===== src/rtl/sm_sched_pkg.sv =====
// Shared definitions for the stepper drive scheduler: default timing parameters,
// FSM state codes, owner codes and a small edge helper.
package sm_sched_pkg;

  localparam int unsigned PW_DEF        = 17;
  localparam int unsigned CW_DEF        = 16;
  localparam int unsigned P_IDLE_DEF    = 8333;
  localparam int unsigned P_MIN_DEF     = 1000;
  localparam int unsigned RAMP_STEP_DEF = 64;
  localparam int unsigned UPD_DIV_DEF   = 5000;

  localparam logic [2:0] ST_IDLE     = 3'd0;
  localparam logic [2:0] ST_TRACK    = 3'd1;
  localparam logic [2:0] ST_JOG      = 3'd2;
  localparam logic [2:0] ST_RUN_N    = 3'd3;
  localparam logic [2:0] ST_STOPPING = 3'd4;

  typedef enum logic [1:0] {
    OWN_NONE = 2'd0,
    OWN_TR   = 2'd1,
    OWN_MAN  = 2'd2
  } owner_e;

  function automatic logic rising(input logic now, input logic prev);
    return now & ~prev;
  endfunction

endpackage


===== src/rtl/sm_ramp.sv =====
// Slew limiter for the step period: a free-running divider issues ramp ticks, and on
// each tick the period moves toward the clamped target by at most RAMP_STEP.
module sm_ramp
  import sm_sched_pkg::*;
#(
  parameter int unsigned PW        = PW_DEF,
  parameter int unsigned P_IDLE    = P_IDLE_DEF,
  parameter int unsigned P_MIN     = P_MIN_DEF,
  parameter int unsigned RAMP_STEP = RAMP_STEP_DEF,
  parameter int unsigned UPD_DIV   = UPD_DIV_DEF
) (
  input  logic          clk_i,
  input  logic          rst_ni,
  input  logic          hold_idle_i,
  input  logic [PW-1:0] target_i,
  output logic [PW-1:0] period_o,
  output logic          at_idle_o
);

  localparam int unsigned   DW       = (UPD_DIV > 1) ? $clog2(UPD_DIV) : 1;
  localparam logic [DW-1:0] DIV_LAST = DW'(UPD_DIV - 1);
  localparam logic [PW-1:0] PER_HI   = PW'(P_IDLE);
  localparam logic [PW-1:0] PER_LO   = PW'(P_MIN);
  localparam logic [PW-1:0] STEP     = PW'(RAMP_STEP);

  logic [DW-1:0] div_q, div_d;
  logic [PW-1:0] per_q, per_d;
  logic [PW-1:0] tgt;
  logic [PW-1:0] gap;
  logic [PW-1:0] delta;
  logic          tick;

  always_comb begin
    tick  = (div_q == DIV_LAST);
    div_d = tick ? '0 : div_q + 1'b1;
  end

  // The clamp keeps the period inside [P_MIN, P_IDLE] whatever the requesters ask for.
  always_comb begin
    tgt = target_i;
    if (target_i < PER_LO) begin
      tgt = PER_LO;
    end else if (target_i > PER_HI) begin
      tgt = PER_HI;
    end
  end

  always_comb begin
    gap   = (tgt >= per_q) ? (tgt - per_q) : (per_q - tgt);
    delta = (gap > STEP) ? STEP : gap;
    per_d = per_q;
    if (hold_idle_i) begin
      per_d = PER_HI;
    end else if (tick) begin
      if (tgt > per_q) begin
        per_d = per_q + delta;
      end else begin
        per_d = per_q - delta;
      end
    end
  end

  always_ff @(posedge clk_i or negedge rst_ni) begin
    if (!rst_ni) begin
      div_q <= '0;
      per_q <= PER_HI;
    end else begin
      div_q <= div_d;
      per_q <= per_d;
    end
  end

  assign period_o  = per_q;
  assign at_idle_o = (per_q == PER_HI);

endmodule


===== src/rtl/sm_drive_sched.sv =====
// Arbitrates the single pulse generator between tracking and manual jog/N-step requests,
// ramping the period through sm_ramp and only reversing direction at standstill.
module sm_drive_sched
  import sm_sched_pkg::*;
#(
  parameter int unsigned PW        = PW_DEF,
  parameter int unsigned CW        = CW_DEF,
  parameter int unsigned P_IDLE    = P_IDLE_DEF,
  parameter int unsigned P_MIN     = P_MIN_DEF,
  parameter int unsigned RAMP_STEP = RAMP_STEP_DEF,
  parameter int unsigned UPD_DIV   = UPD_DIV_DEF
) (
  input  logic          clk_i,
  input  logic          rst_ni,
  input  logic          tr_en_i,
  input  logic [PW-1:0] tr_period_i,
  input  logic          tr_dir_i,
  input  logic          man_start_i,
  input  logic          man_start_n_i,
  input  logic          man_stop_i,
  input  logic [CW-1:0] man_count_i,
  input  logic [PW-1:0] man_period_i,
  input  logic          man_dir_i,
  input  logic          drv_step_i,
  output logic [PW-1:0] drv_period_o,
  output logic          drv_en_o,
  output logic          drv_dir_o,
  output logic [1:0]    owner_o,
  output logic          busy_o,
  output logic          done_o
);

  localparam logic [PW-1:0] PER_HI = PW'(P_IDLE);

  logic [2:0]    state_q, state_d;
  logic          dir_q, dir_d;
  owner_e        own_q, own_d;
  logic [CW-1:0] cnt_q, cnt_d;
  logic          done_q, done_d;
  logic          step_q;
  logic          step_rise;
  logic          in_idle;
  logic          at_idle;
  logic [PW-1:0] target;

  assign in_idle   = (state_q == ST_IDLE);
  assign step_rise = rising(drv_step_i, step_q);

  always_comb begin
    target = PER_HI;
    case (state_q)
      ST_TRACK:        target = tr_period_i;
      ST_JOG, ST_RUN_N: target = man_period_i;
      default:         target = PER_HI;
    endcase
  end

  // Holding the ramp at P_IDLE while idle guarantees every move starts from the slow end.
  sm_ramp #(
    .PW        (PW),
    .P_IDLE    (P_IDLE),
    .P_MIN     (P_MIN),
    .RAMP_STEP (RAMP_STEP),
    .UPD_DIV   (UPD_DIV)
  ) u_ramp (
    .clk_i       (clk_i),
    .rst_ni      (rst_ni),
    .hold_idle_i (in_idle),
    .target_i    (target),
    .period_o    (drv_period_o),
    .at_idle_o   (at_idle)
  );

  // A stop pulse in IDLE outranks any start in the same cycle, so nothing is launched.
  always_comb begin
    state_d = state_q;
    dir_d   = dir_q;
    own_d   = own_q;
    cnt_d   = cnt_q;
    done_d  = 1'b0;
    case (state_q)
      ST_IDLE: begin
        if (!man_stop_i) begin
          if (man_start_n_i) begin
            if (man_count_i == '0) begin
              done_d = 1'b1;
            end else begin
              state_d = ST_RUN_N;
              cnt_d   = man_count_i;
              dir_d   = man_dir_i;
              own_d   = OWN_MAN;
            end
          end else if (man_start_i) begin
            state_d = ST_JOG;
            dir_d   = man_dir_i;
            own_d   = OWN_MAN;
          end else if (tr_en_i) begin
            state_d = ST_TRACK;
            dir_d   = tr_dir_i;
            own_d   = OWN_TR;
          end
        end
      end
      ST_TRACK: begin
        if (man_stop_i || !tr_en_i || (tr_dir_i != dir_q)) begin
          state_d = ST_STOPPING;
        end
      end
      ST_JOG: begin
        if (man_stop_i) begin
          state_d = ST_STOPPING;
        end
      end
      ST_RUN_N: begin
        if (man_stop_i) begin
          state_d = ST_STOPPING;
          cnt_d   = '0;
        end else if (step_rise) begin
          cnt_d = cnt_q - 1'b1;
          if (cnt_q == CW'(1)) begin
            state_d = ST_IDLE;
            own_d   = OWN_NONE;
            done_d  = 1'b1;
          end
        end
      end
      ST_STOPPING: begin
        if (at_idle) begin
          state_d = ST_IDLE;
          own_d   = OWN_NONE;
          done_d  = 1'b1;
        end
      end
      default: begin
        state_d = ST_IDLE;
        own_d   = OWN_NONE;
      end
    endcase
  end

  always_ff @(posedge clk_i or negedge rst_ni) begin
    if (!rst_ni) begin
      state_q <= ST_IDLE;
      dir_q   <= 1'b0;
      own_q   <= OWN_NONE;
      cnt_q   <= '0;
      done_q  <= 1'b0;
      step_q  <= 1'b0;
    end else begin
      state_q <= state_d;
      dir_q   <= dir_d;
      own_q   <= own_d;
      cnt_q   <= cnt_d;
      done_q  <= done_d;
      step_q  <= drv_step_i;
    end
  end

  // The enable tracks non-IDLE exactly: STOPPING keeps it high until the ramp is home.
  assign drv_en_o  = ~in_idle;
  assign busy_o    = ~in_idle;
  assign drv_dir_o = dir_q;
  assign owner_o   = own_q;
  assign done_o    = done_q;

endmodule

===== config.mk =====
export PLATFORM = sky130hd
export DESIGN_NAME = sm_drive_sched
export DESIGN_NICKNAME = d
export VERILOG_FILES = /design/src/rtl/sm_sched_pkg.sv /design/src/rtl/sm_ramp.sv /design/src/rtl/sm_drive_sched.sv
export SDC_FILE = /design/constraint.sdc
export NUM_CORES = 1
export LEC_CHECK = 0
export ABC_AREA = 1
export ABC_CLOCK_PERIOD_IN_PS = 16960
export CORE_UTILIZATION = 30
export CTS_BUF_LIST = sky130_fd_sc_hd__clkbuf_8
export DETAILED_ROUTE_END_ITERATION = 12
export SETUP_SLACK_MARGIN = 0.02
export SLEW_MARGIN = 20
export SYNTH_ARGS = -nofsm -noshare
export SYNTH_HDL_FRONTEND = slang
export SYNTH_HIERARCHICAL = 1
export SYNTH_SLANG_ARGS = --single-unit

===== constraint.sdc =====
create_clock -name clk_i -period 16.96 [get_ports clk_i]
set_input_delay 3.392 -clock clk_i [delete_from_list [all_inputs] [get_ports clk_i]]
set_output_delay 3.392 -clock clk_i [all_outputs]
set_load 0.03 [all_outputs]

==> impl_metrics.env, run 1 <==
export IMPL_status="finished, final reports clean"
export IMPL_clk_pin_slew_ns=0.10
export IMPL_avgSynthCellArea_um2=6.24
export IMPL_arrival_ns=10.08
export IMPL_wirelength_um=21100
export IMPL_synth_top_area_share_pct=18.2
export IMPL_post_cts_buffers=0
export IMPL_p_leak_nw=4.27
export IMPL_finClkSkew_ns=0.00789
export IMPL_final_hold_viol_count=0
export IMPL_dpl_cell_count=1524
export IMPL_final_nets=1327
export IMPL_drtAntennaViolNets=0
export IMPL_power_density_nw_per_um2=206
export IMPL_clock_latency_ns=0.32
export IMPL_ioPinCount=82
export IMPL_fmax_ghz=0.101
export IMPL_ctsHoldBuffers=0
export IMPL_finalCriticalPeriod_ns=9.89
export IMPL_tightest_slew_ns=0.924
export IMPL_io_buffer_count=81
export IMPL_swShare_pct=61.3
export IMPL_dr_wl_met2_um=10200
export IMPL_top_layer="met4"
export IMPL_crit_type="in -> reg"
export IMPL_drt_initial_drc_count=434
export IMPL_pwr_share_comb_pct=83.9
export IMPL_grt_pass1_vias=6952
export IMPL_slew_headroom_pct=38.2
export IMPL_startpoint_type="input port"
export IMPL_synthFlopType="dfrtp_1"
export IMPL_overflow=0
export IMPL_setup_slack_ns=7.07
export IMPL_synth_area_um2=7130
export IMPL_p_sw_mw=1.05
export IMPL_die_y_um=156
export IMPL_final_common_cell="nand2_1"
export IMPL_cts_root_buf="clkbuf_8"
export IMPL_drc=0
export IMPL_via_per_inst=4.72
export IMPL_rsz0062_at_grt="false"
export IMPL_hp_class="reg -> reg"
export IMPL_vias=7232
export IMPL_critPathMaxStageDelay_ns=0.41
export IMPL_cp_data_required_time_ns=17.15
export IMPL_synth_cell_types=54
export IMPL_synth_edf_count=0
export IMPL_start_util_pct=30.5
export IMPL_numCtsBuffers=5
export IMPL_htree_levels=2
export IMPL_cts_buffer_depth=2
export IMPL_cts_tree="done"
export IMPL_wl_met1_um=9540
export IMPL_synthTopCellsByArea="nand2_1 (18%), dfrtp_1 (17%), inv_1 (9.6%)"
export IMPL_grt_pass1_wl_um=34600
export IMPL_coreArea_um2=23400
export IMPL_ys_seq_area_share_pct=19.0
export IMPL_seqPwrFrac_pct=10.8
export IMPL_grt_usage_pct=17.8
export IMPL_final_layout_size_suffix_gt1_share_pct=7.67
export IMPL_setup_violations=0
export IMPL_power_mw=1.71
export IMPL_numClockSinks=54
export IMPL_fin_crit_sh_pct=58.3
export IMPL_maxSlewViolCount=0
export IMPL_dieArea_um2=24400
export IMPL_hold_ws_ns=0.484
export IMPL_final_cell_mix="nand2_1 (345), inv_1 (183), nor2_1 (102)"
export IMPL_first_pass_iters=8
export IMPL_wl_per_cell_um=13.8
export IMPL_cp_end_kind="flop"
export IMPL_maxCapViolCount=0
export IMPL_ir_drop_v=0.0000988
export IMPL_antenna_found_initial=0
export IMPL_ys_ff_latch=54
export IMPL_grt_max_degree=55
export IMPL_synth_async_reset_ratio_pct=100
export IMPL_yosysWarningCount=6
export IMPL_fin_setup_tns_ns=0
export IMPL_crit_slowest_cell="ha_1"
export IMPL_row_count=56
export IMPL_place_ws_ns=6.76
export IMPL_dp_hpwl_um=17200
export IMPL_num_antenna_cells=0
export IMPL_cts_resized=0
export IMPL_final_cells=1532
export IMPL_synth_cells=1144
export IMPL_fillers=2579
export IMPL_syn2layout_area_growth_pct=16.2
export IMPL_cp_max_fo=25
export IMPL_synth_largest_area_cell="nand2_1"
export IMPL_route_met3_wl_um=1000
export IMPL_intPower_mw=0.662
export IMPL_crit_top_cell="nand2_1"
export IMPL_gp_congestion=0.925
export IMPL_clock_power_share_pct=5.2
export IMPL_die_x_um=156
-- final cells by class --
| cell class | count | area, µm² | area share (%) |
|---|---|---|---|
| inverter | 196 | 736 | 8.87 |
| timing repair buffer | 83 | 821 | 9.90 |
| clock buffer | 5 | 68.8 | 0.830 |
| clock inverter | 3 | 41.3 | 0.498 |
| sequential | 54 | 1360 | 16.4 |
| multi-input combinational | 872 | 4870 | 58.7 |
| tap | 319 | 399 | 4.81 |
-- layer usage --
layer | vias up | GRT usage [%]
met3 | 17 | 1.92
li1 | 3796 | -
met5 | - | 0
met1 | 3251 | 23.0
met2 | 168 | 31.2
met4 | 0 | 5.04
-- power by group through the flow --
stage	clock network (mW)	registers [mW]	logic, mW
final	0.0897	0.185	1.44
after global routing	0.0986	0.189	1.61
after CTS	0.0945	0.185	1.42
after detailed placement	0	0.187	1.41
after global placement	0	0.187	1.41
after floorplan	0	0.182	1.13
-- kinds of logic (layout without fill, tap and decap cells) --
logic type / after synthesis / after routing / synth area share (%)
other cells: 2 / 5 / 0.105
xor+xnor: 26 / 26 / 3.19
buf+inv: 221 / 287 / 12.9
fa+ha+maj: 56 / 56 / 10.1
simple gates: 629 / 629 / 40.6
flops: 54 / 54 / 19.0
compound gates: 156 / 156 / 14.0
-- metrics by stage --
step / instance area [µm²] / util, %
finish: 8290 / 35.4
global route: 8290 / 35.4
CTS: 8290 / 35.4
detailed placement: 8180 / 35.0
global placement: 8180 / 35.0
floorplan: 7140 / -
-- sequential cells by signal, summed over array words and instances, names as in the netlist --
signal           cells
done_o               1
drv_dir_o            1
u_ramp/div_q        13
owner_o              2
state_q              3
step_q               1
cnt_q               16
u_ramp/period_o     17
-- critical path, delay by kind of cell --
| kind | cells | cell delay [ns] |
|---|---|---|
| compound gates | 13 | 2.38 |
| fa+ha+maj | 3 | 0.97 |
| buf+inv | 4 | 0.79 |
| simple gates | 23 | 2.52 |
-- synth_stat cells (4+ instances only) --
cell	n
xnor2_1	6
nand2_2	18
a31oi_1	5
o21ai_2	6
ha_1	53
nand2_1	345
nand3_2	7
buf_4	7
a32o_1	12
nor2_1	102
o31ai_1	5
dfrtp_1	49
a21oi_1	49
a221o_1	4
o22ai_1	10
nor4_1	7
nand4_1	16
dfstp_2	5
o21ai_0	38
nand2_4	7
inv_1	182
buf_2	7
nand3_1	85
nor2_2	7
clkbuf_1	5
inv_2	13
xor2_1	20
buf_6	5
o21bai_1	6
nor3_1	17
a22oi_1	4
-- path summary, 6_finish.rpt --
kind                                        from  cells past startpoint  slack, ns             endpoint
worst max-delay path            man_period_i[10]                     43       7.07  u_ramp/period_o[11]
worst min-delay path                  owner_o[0]                      2       0.48           owner_o[0]
worst max register to register        state_q[1]                     47       9.16  u_ramp/period_o[11]
worst min register to register        owner_o[0]                      2       0.48           owner_o[0]
max in group asynchronous                 rst_ni                      2      13.26             cnt_q[7]
min in group asynchronous                 rst_ni                      2       3.21      u_ramp/div_q[7]
Note: power is estimated with default switching activity, not from simulation.
==> inputs of run 2 (changes only) <==
--- a/config.mk
+++ b/config.mk
@@ -6,7 +6,7 @@
 export NUM_CORES = 1
 export LEC_CHECK = 0
 export ABC_AREA = 1
-export ABC_CLOCK_PERIOD_IN_PS = 16960
+export ABC_CLOCK_PERIOD_IN_PS = 8400
 export CORE_UTILIZATION = 30
 export CTS_BUF_LIST = sky130_fd_sc_hd__clkbuf_8
 export DETAILED_ROUTE_END_ITERATION = 12
==> constraint.sdc (replaced) <==
create_clock -name clk_i -period 8.4 [get_ports clk_i]
set_input_delay 1.68 -clock clk_i [delete_from_list [all_inputs] [get_ports clk_i]]
set_output_delay 1.68 -clock clk_i [all_outputs]
set_load 0.03 [all_outputs]
==> impl_metrics.env, run 2 (same netlist as run 1, synthesis figures left out) <==
export IMPL_dpl_cell_count=1533
export IMPL_cts_root_buf="clkbuf_8"
export IMPL_pwr_share_comb_pct=85.3
export IMPL_via_per_inst=4.80
export IMPL_grt_usage_pct=18.5
export IMPL_cts_tree="done"
export IMPL_grt_max_degree=55
export IMPL_ctsHoldBuffers=0
export IMPL_drtAntennaViolNets=0
export IMPL_p_leak_nw=4.36
export IMPL_ff2ff_setup_slack_ns=0.98
export IMPL_intPower_mw=1.43
export IMPL_crit_slowest_cell="clkdlybuf4s50_1"
export IMPL_numCtsBuffers=5
export IMPL_grt_pass1_vias=7108
export IMPL_maxSlewViolCount=0
export IMPL_cp_max_fo=10
export IMPL_vias=7447
export IMPL_die_y_um=156
export IMPL_cp_end_kind="flop"
export IMPL_coreArea_um2=23400
export IMPL_cp_data_required_time_ns=8.60
export IMPL_finalCoreUtilization_pct=36.7
export IMPL_crit_type="in -> reg"
export IMPL_overflow=0
export IMPL_drc=0
export IMPL_maxCapViolCount=0
export IMPL_critPathMaxStageDelay_ns=0.41
export IMPL_cts_buffer_depth=2
export IMPL_num_antenna_cells=0
export IMPL_clock_latency_ns=0.33
export IMPL_row_count=56
export IMPL_hold_start="owner_o[0]"
export IMPL_final_common_cell="nand2_1"
export IMPL_swShare_pct=61.0
export IMPL_crit_top_cell="nand2_1"
export IMPL_setup_slack_ns=0.623
export IMPL_tightest_slew_ns=0.988
export IMPL_power_mw=3.67
export IMPL_postPlaceCellArea_um2=8250
export IMPL_hold_path_depth=2
export IMPL_final_layout_size_suffix_gt1_share_pct=11.7
export IMPL_dieArea_um2=24400
export IMPL_clock_power_share_pct=4.5
export IMPL_gp_congestion=0.947
export IMPL_largest_register_ffs=17
export IMPL_antenna_found_initial=0
export IMPL_setup_violations=0
export IMPL_regToRegStartpoint="state_q[1]"
export IMPL_clk_pin_slew_ns=0.12
export IMPL_dp_hpwl_um=18000
export IMPL_finalCriticalPeriod_ns=7.78
export IMPL_startpoint_type="input port"
export IMPL_design_area_um2=8590
export IMPL_ir_drop_v=0.000195
export IMPL_first_pass_iters=7
export IMPL_start_util_pct=30.5
export IMPL_hp_class="reg -> reg"
export IMPL_syn2layout_area_growth_pct=20.4
export IMPL_grt_pass1_wl_um=35800
export IMPL_seqPwrFrac_pct=10.2
export IMPL_final_cells=1550
export IMPL_io_buffer_count=81
export IMPL_place_ws_ns=0.0787
export IMPL_rsz0062_at_grt="false"
export IMPL_numClockSinks=54
export IMPL_wl_per_cell_um=14.4
export IMPL_fmax_ghz=0.129
export IMPL_arrival_ns=7.98
export IMPL_wirelength_um=22400
export IMPL_htree_levels=2
export IMPL_slew_headroom_pct=33.9
export IMPL_hold_ws_ns=0.494
export IMPL_final_nets=1345
export IMPL_startpoint="man_period_i[8]"
export IMPL_finClkSkew_ns=0.0133
export IMPL_status="finished, final reports clean"
export IMPL_ioPinCount=82
export IMPL_p_sw_mw=2.24
export IMPL_power_density_nw_per_um2=427
export IMPL_rr_worst_depth=46
export IMPL_fin_setup_tns_ns=0
export IMPL_final_cell_mix="nand2_1 (341), inv_1 (181), nor2_1 (100)"
export IMPL_die_x_um=156
export IMPL_fin_crit_sh_pct=92.6
export IMPL_drt_initial_drc_count=386
export IMPL_final_hold_viol_count=0
-- run 2: power by group through the flow --
stage	Sequential (mW)	Clock (mW)	Combinational, mW
2_1_floorplan	0.368	0	2.27
3_3_place_gp	0.377	0	2.96
4_1_cts	0.373	0.170	2.98
6_report	0.373	0.164	3.13
3_5_place_dp	0.376	0	2.96
5_1_grt	0.381	0.181	3.48
-- run 2: final cells by class --
type	count	area, µm²
Timing Repair Buffer	100	948
Inverter	196	736
Tap cell	319	399
Sequential cell	54	1360
Clock inverter	3	25.0
Multi-Input combinational cell	873	5050
Fill cell	2599	14800
Clock buffer	5	68.8
-- run 2: what timing repair did --
action | in CTS | in global routing
buffers inserted | 0 | 8
setup endpoints to repair | 0 | 3
gates resized for setup | 0 | 46
-- run 2: routing by layer --
metal / track usage, % / up-vias / share of wire (%)
met5: 0 / - / 0
met4: 5.84 / 0 / 2.4
met3: 1.81 / 28 / 4.2
met2: 32.4 / 165 / 48
met1: 23.8 / 3407 / 45
li1: - / 3847 / -
-- run 2: worst max-delay path: cells and delay by family --
family,cells,cell delay (ns)
simple gates,24,2.37
fa+ha+maj,3,0.96
compound gates,12,1.74
buf+inv,8,1.20
-- run 2: final timing paths --
path	end
setup / recovery	u_ramp/period_o[11]
hold / removal	owner_o[0]
setup reg to reg	u_ramp/period_o[11]
hold reg to reg	owner_o[0]
max in group asynchronous	u_ramp/div_q[0]
min in group asynchronous	u_ramp/div_q[8]
==> inputs of run 3 (changes only) <==
--- a/config.mk
+++ b/config.mk
@@ -7,9 +7,12 @@
 export LEC_CHECK = 0
 export ABC_AREA = 1
 export ABC_CLOCK_PERIOD_IN_PS = 8400
+export CAP_MARGIN = 5
+export CORE_MARGIN = 2
 export CORE_UTILIZATION = 30
 export CTS_BUF_LIST = sky130_fd_sc_hd__clkbuf_8
 export DETAILED_ROUTE_END_ITERATION = 12
+export GPL_TIMING_DRIVEN = 0
 export SETUP_SLACK_MARGIN = 0.02
 export SLEW_MARGIN = 20
 export SYNTH_ARGS = -nofsm -noshare
==> impl_metrics.env, run 3 (same netlist as run 1, synthesis figures left out) <==
export IMPL_status="finished, final reports clean"
export IMPL_design_area_um2=8630
export IMPL_wl_per_cell_um=13.5
export IMPL_wirelength_um=21000
export IMPL_fin_crit_sh_pct=95.9
export IMPL_final_common_cell="nand2_1"
export IMPL_slew_headroom_pct=59.7
export IMPL_cts_tree="done"
export IMPL_cp_end_kind="flop"
export IMPL_setup_slack_ns=0.345
export IMPL_cp_max_fo=10
export IMPL_finalCriticalPeriod_ns=8.05
export IMPL_gp_congestion=0.883
export IMPL_numCtsBuffers=5
export IMPL_drt_initial_drc_count=360
export IMPL_overflow=0
export IMPL_maxSlewViolCount=0
export IMPL_antenna_found_initial=0
export IMPL_start_util_pct=30.5
export IMPL_crit_type="in -> reg"
export IMPL_setup_violations=0
export IMPL_maxCapViolCount=0
export IMPL_dieArea_um2=25000
export IMPL_grt_usage_pct=17.0
export IMPL_tightest_slew_ns=0.605
export IMPL_grt_pass1_vias=6949
export IMPL_clock_latency_ns=0.32
export IMPL_fillers=2627
export IMPL_cts_root_buf="clkbuf_8"
export IMPL_clk_pin_slew_ns=0.11
export IMPL_startpoint_type="input port"
export IMPL_drc=0
export IMPL_coreArea_um2=23400
export IMPL_syn2layout_area_growth_pct=21.0
export IMPL_p_leak_nw=4.41
export IMPL_postPlaceCellArea_um2=8380
export IMPL_die_x_um=158
export IMPL_die_y_um=158
export IMPL_vias=7403
export IMPL_power_density_nw_per_um2=414
export IMPL_numClockSinks=54
export IMPL_cts_buffer_depth=2
export IMPL_multi_input_area_um2=4970
export IMPL_largest_register_ffs=17
export IMPL_ioPinCount=82
export IMPL_finClkSkew_ns=0.0173
export IMPL_dp_hpwl_um=17500
export IMPL_hp_class="reg -> reg"
export IMPL_critPathMaxStageDelay_ns=0.39
export IMPL_cp_data_required_time_ns=8.58
export IMPL_row_count=56
export IMPL_final_cell_mix="nand2_1 (339), inv_1 (178), nor2_1 (101)"
export IMPL_rsz0062_at_grt="true"
export IMPL_ctsHoldBuffers=0
export IMPL_via_per_inst=4.75
export IMPL_place_ws_ns=-0.151
export IMPL_grt_pass1_wl_um=34100
export IMPL_grt_max_degree=43
export IMPL_ir_drop_v=0.000218
export IMPL_final_layout_size_suffix_gt1_share_pct=11.6
export IMPL_io_buffer_count=81
export IMPL_final_hold_viol_count=0
export IMPL_finalCoreUtilization_pct=36.9
export IMPL_fmax_ghz=0.124
export IMPL_seq_area_um2=1360
export IMPL_final_nets=1355
export IMPL_crit_top_cell="nand2_1"
export IMPL_arrival_ns=8.24
export IMPL_first_pass_iters=7
export IMPL_crit_slowest_cell="clkdlybuf4s50_1"
export IMPL_htree_levels=2
export IMPL_drtAntennaViolNets=0
export IMPL_num_antenna_cells=0
run 3: changes by cell type in the layout (fill, tap and decap cells not counted), moves of 3 or more:
cell / change
buf_4: -7
ha_1: +7
buf_2: +6
buf_6: +5
clkbuf_1: +5
ha_4: -5
inv_1: -3
run 3: final timing paths:
kind,cells past startpoint,endpoint,start,slack [ns]
max,47,u_ramp/period_o[11],man_period_i[10],0.35
min,2,owner_o[0],owner_o[0],0.48
max reg2reg,50,u_ramp/period_o[11],state_q[2],1.05
min reg2reg,2,owner_o[0],owner_o[0],0.48
max in group asynchronous,2,u_ramp/period_o[0],rst_ni,6.67
min in group asynchronous,1,u_ramp/div_q[9],rst_ni,1.20
run 3: where the power goes:
| group | total (mW) | switching, mW | internal (mW) |
|---|---|---|---|
| clock | 0.185 | 0.0957 | 0.0889 |
| combinational | 3.03 | 2.01 | 1.02 |
| sequential | 0.358 | 0.0478 | 0.310 |
| total | 3.57 | 2.15 | 1.42 |
run 3: routing by layer:
metal  vias to the layer above  wire, µm  global-route usage [%]
met5                         -         0                       0
met3                        22       587                    1.40
met1                      3392      9700                    22.2
met4                         0       365                    4.08
met2                       129     10400                    30.5
li1                       3860         -                       -
run 3: timing repair:
item | 4_1_cts | 5_1_grt
hold endpoints to repair | 0 | 0
endpoints found under the setup margin | 0 | 4
buffers inserted | 0 | 4
resized for setup | 0 | 40
run 3: worst max-delay path, delay by kind of cell:
family,cells,cell delay [ns]
fa+ha+maj,3,0.71
compound gates,12,1.97
buf+inv,7,1.10
simple gates,24,2.59
xor+xnor,1,0.16
run 3: through the flow:
stage	power, mW	hold slack [ns]	std cells	TNS, ns
final	3.57	0.484	1560	0
after global routing	3.94	0.520	1560	-0.0405
after CTS	3.47	0.490	1556	0
after detailed placement	3.27	0.462	1548	-0.157
after global placement	3.24	0.462	1547	-0.0909
after floorplan	2.64	0.463	1147	0
run 3: final cells by class:
| cell class | instances | area share [%] |
|---|---|---|
| plain buffers | 25 | 2.12 |
| clock inverters | 3 | 0.522 |
| multi-input cells | 872 | 57.6 |
| well taps | 319 | 4.62 |
| repair buffers | 86 | 10.0 |
| flip-flops and latches | 54 | 15.7 |
| clock buffers | 5 | 0.797 |
| inverters | 196 | 8.58 |
==> variant: new RTL, config.mk and constraints of run 2 <==
Make the reset (`rst_ni`) synchronous in 2 clocked blocks.
--- a/src/rtl/sm_ramp.sv
+++ b/src/rtl/sm_ramp.sv
@@ -61,5 +61,5 @@
   end
 
-  always_ff @(posedge clk_i or negedge rst_ni) begin
+  always_ff @(posedge clk_i) begin
     if (!rst_ni) begin
       div_q <= '0;
--- a/src/rtl/sm_drive_sched.sv
+++ b/src/rtl/sm_drive_sched.sv
@@ -139,5 +139,5 @@
   end
 
-  always_ff @(posedge clk_i or negedge rst_ni) begin
+  always_ff @(posedge clk_i) begin
     if (!rst_ni) begin
       state_q <= ST_IDLE;
Check against the original RTL: differs if rst_ni is asserted again (counterexample within 4 cycles, from zero or initial values and one cycle with rst_ni low); with rst_ni held inactive, the same outputs for 10 cycles.
==> variant against run 2 <==
  * Final cell count grew 5.2%
  * Worst hold slack lost 0.029 ns
  * Critical endpoint is now u_ramp/period_o[11]
  * Synthesized cell count grew 0.61%
  * Sequential cell count is the same
  * Synthesized area shrank 5.6%
  * Setup slack lost 0.22 ns
  * Fmax shrank 2.8%
  * Design area grew 8.3%
  * First-iteration DRC count shrank 4.9%
  * Wire length shrank 3.1%
  * Utilization grew 5.8 points
  * Clock skew shrank 0.0048 ns
Power is not shown: default switching activity piles up to over one toggle a cycle in this logic, so the estimate is an artifact.
==> variant: results (changes against run 2) <==
metric	value	unit	change
initial DRC count	367		-4.9%
met1 Track Usage GR	22.6	%	-1.1 points
Adder-Cell Fraction of Synth Area	10.7	%	+0.60 points
mux contribution to synthesized area	0	%	unchanged
Hold Path Origin	u_ramp/div_q[0]		
compound-cell area share of the yosys netlist	16.3	%	+2.2 points
Slew Limit Headroom	39.7	%	+5.8 points
share of cells above drive strength 1	20.9	%	+9.2 points
Post-Route Utilization	42.5	%	+5.8 points
routability cong.	0.941		-0.57%
DR WL/cell	13.3	um	-7.9%
met3 GRT Util	1.17	%	-0.64 points
length in cells of the worst reg-to-reg path	52		+13%
Max FO, Critical Path	7		-3
vias in the first global route	6981		-1.8%
Via density	4.70		-2.1%
CTS HTree Levels	2		unchanged
vias after detailed routing	7669		+3.0%
Async SR Flop Fraction	0	%	-100 points
Synth Area in XOR/XNOR	4.16	%	+0.97 points
prevailing post-synth register cell	dfxtp_1		
status	finished clean		
Total Routing Usage GR	17.6	%	-0.89 points
worst path arrival time	8.23	ns	+0.25 ns
top cells by area, synth	nand2_1 (18%), dfxtp_1 (16%), inv_1 (10%)		
Mean Syn Cell Area	5.85	um2	-6.1%
met2 Usage GRT	31.6	%	-0.80 points
RR Startpoint	state_q[1]		
pin count of the biggest net entering global routing	29		-47%
worst hold stages	1		-1
dpl cells	1609		+5.0%
CTS root buffer	clkbuf_8		
commonest cells in the netlist	nand2_1 (330), inv_1 (184), nor2_1 (115)		
fill count	2347		-9.7%
Layout Nets	1465		+8.9%
Placed Area	8650	um2	+4.9%
Clock Skews	0.00853	ns	-0.00478 ns
pre-CTS setup slack	-0.138	ns	-0.217 ns
first-pass GRT wire length	33.6	mm	-6.1%
worst setup path start	man_period_i[15]		
clock slew at reported path FFs	0.10	ns	-0.02 ns
Seq/Total Area, Yosys	16.0	%	-3.0 points
Synth cell types	56		+3.7%
Detail Placement HPWL	17.5	mm	-2.5%
[variant: changes by cell type after synthesis, sizes merged, moves of 5 or more]
cell / before / now
a32o: 12 / 0
nand2: 370 / 339
nand3: 95 / 77
o22ai: 10 / 2
a22o: 0 / 12
a21oi: 52 / 75
clkbuf: 5 / 10
o21ai: 46 / 68
dfstp: 5 / 0
dfrtp: 49 / 0
nor2: 115 / 125
nor3: 19 / 13
dfxtp: 0 / 54
[variant: metal layers]
| layer | part of all wire (%) | routed length (um) | vias up |
|---|---|---|---|
| li1 | - | - | 4066 |
| met1 | 45 | 9850 | 3429 |
| met2 | 50 | 10700 | 153 |
| met3 | 3.0 | 650 | 21 |
| met4 | 2.0 | 440 | 0 |
| met5 | 0 | 0 | - |
[variant: kinds of logic after synthesis]
logic type	Yosys count
flops	54
fa+ha+maj	56
compound gates	187
simple gates	593
buf+inv	227
xor+xnor	32
other cells	2
[variant: path summary, 6_finish.rpt]
path | endpoint | slack (ns)
setup / recovery | u_ramp/period_o[11] | 0.40
hold / removal | u_ramp/div_q[0] | 0.47
setup reg to reg | u_ramp/period_o[11] | 0.98
hold reg to reg | u_ramp/div_q[0] | 0.47
[variant: final cells by class]
cell class / instances / area share (%)
Clock buffer: 6 / 0.888
Tap cell: 280 / 3.77
Timing Repair Buffer: 217 / 19.8
Multi-Input combinational cell: 874 / 55.8
Inverter: 198 / 8.03
Clock inverter: 2 / 0.0941
Sequential cell: 54 / 11.6
[variant: critical path, delay by kind of cell]
kind	cells	cell delay, ns
buffers and inverters	8	1.13
XOR/XNOR	1	0.16
AO/OA/AOI/OAI	10	1.62
adder cells (fa/ha/maj)	3	0.74
AND/OR/NAND/NOR	27	2.86
[variant: timing repair]
item                       CTS  global route
resized for setup            0           124
hold endpoints to repair     0             0
buffers inserted             0            14
setup endpoints to repair    0            10
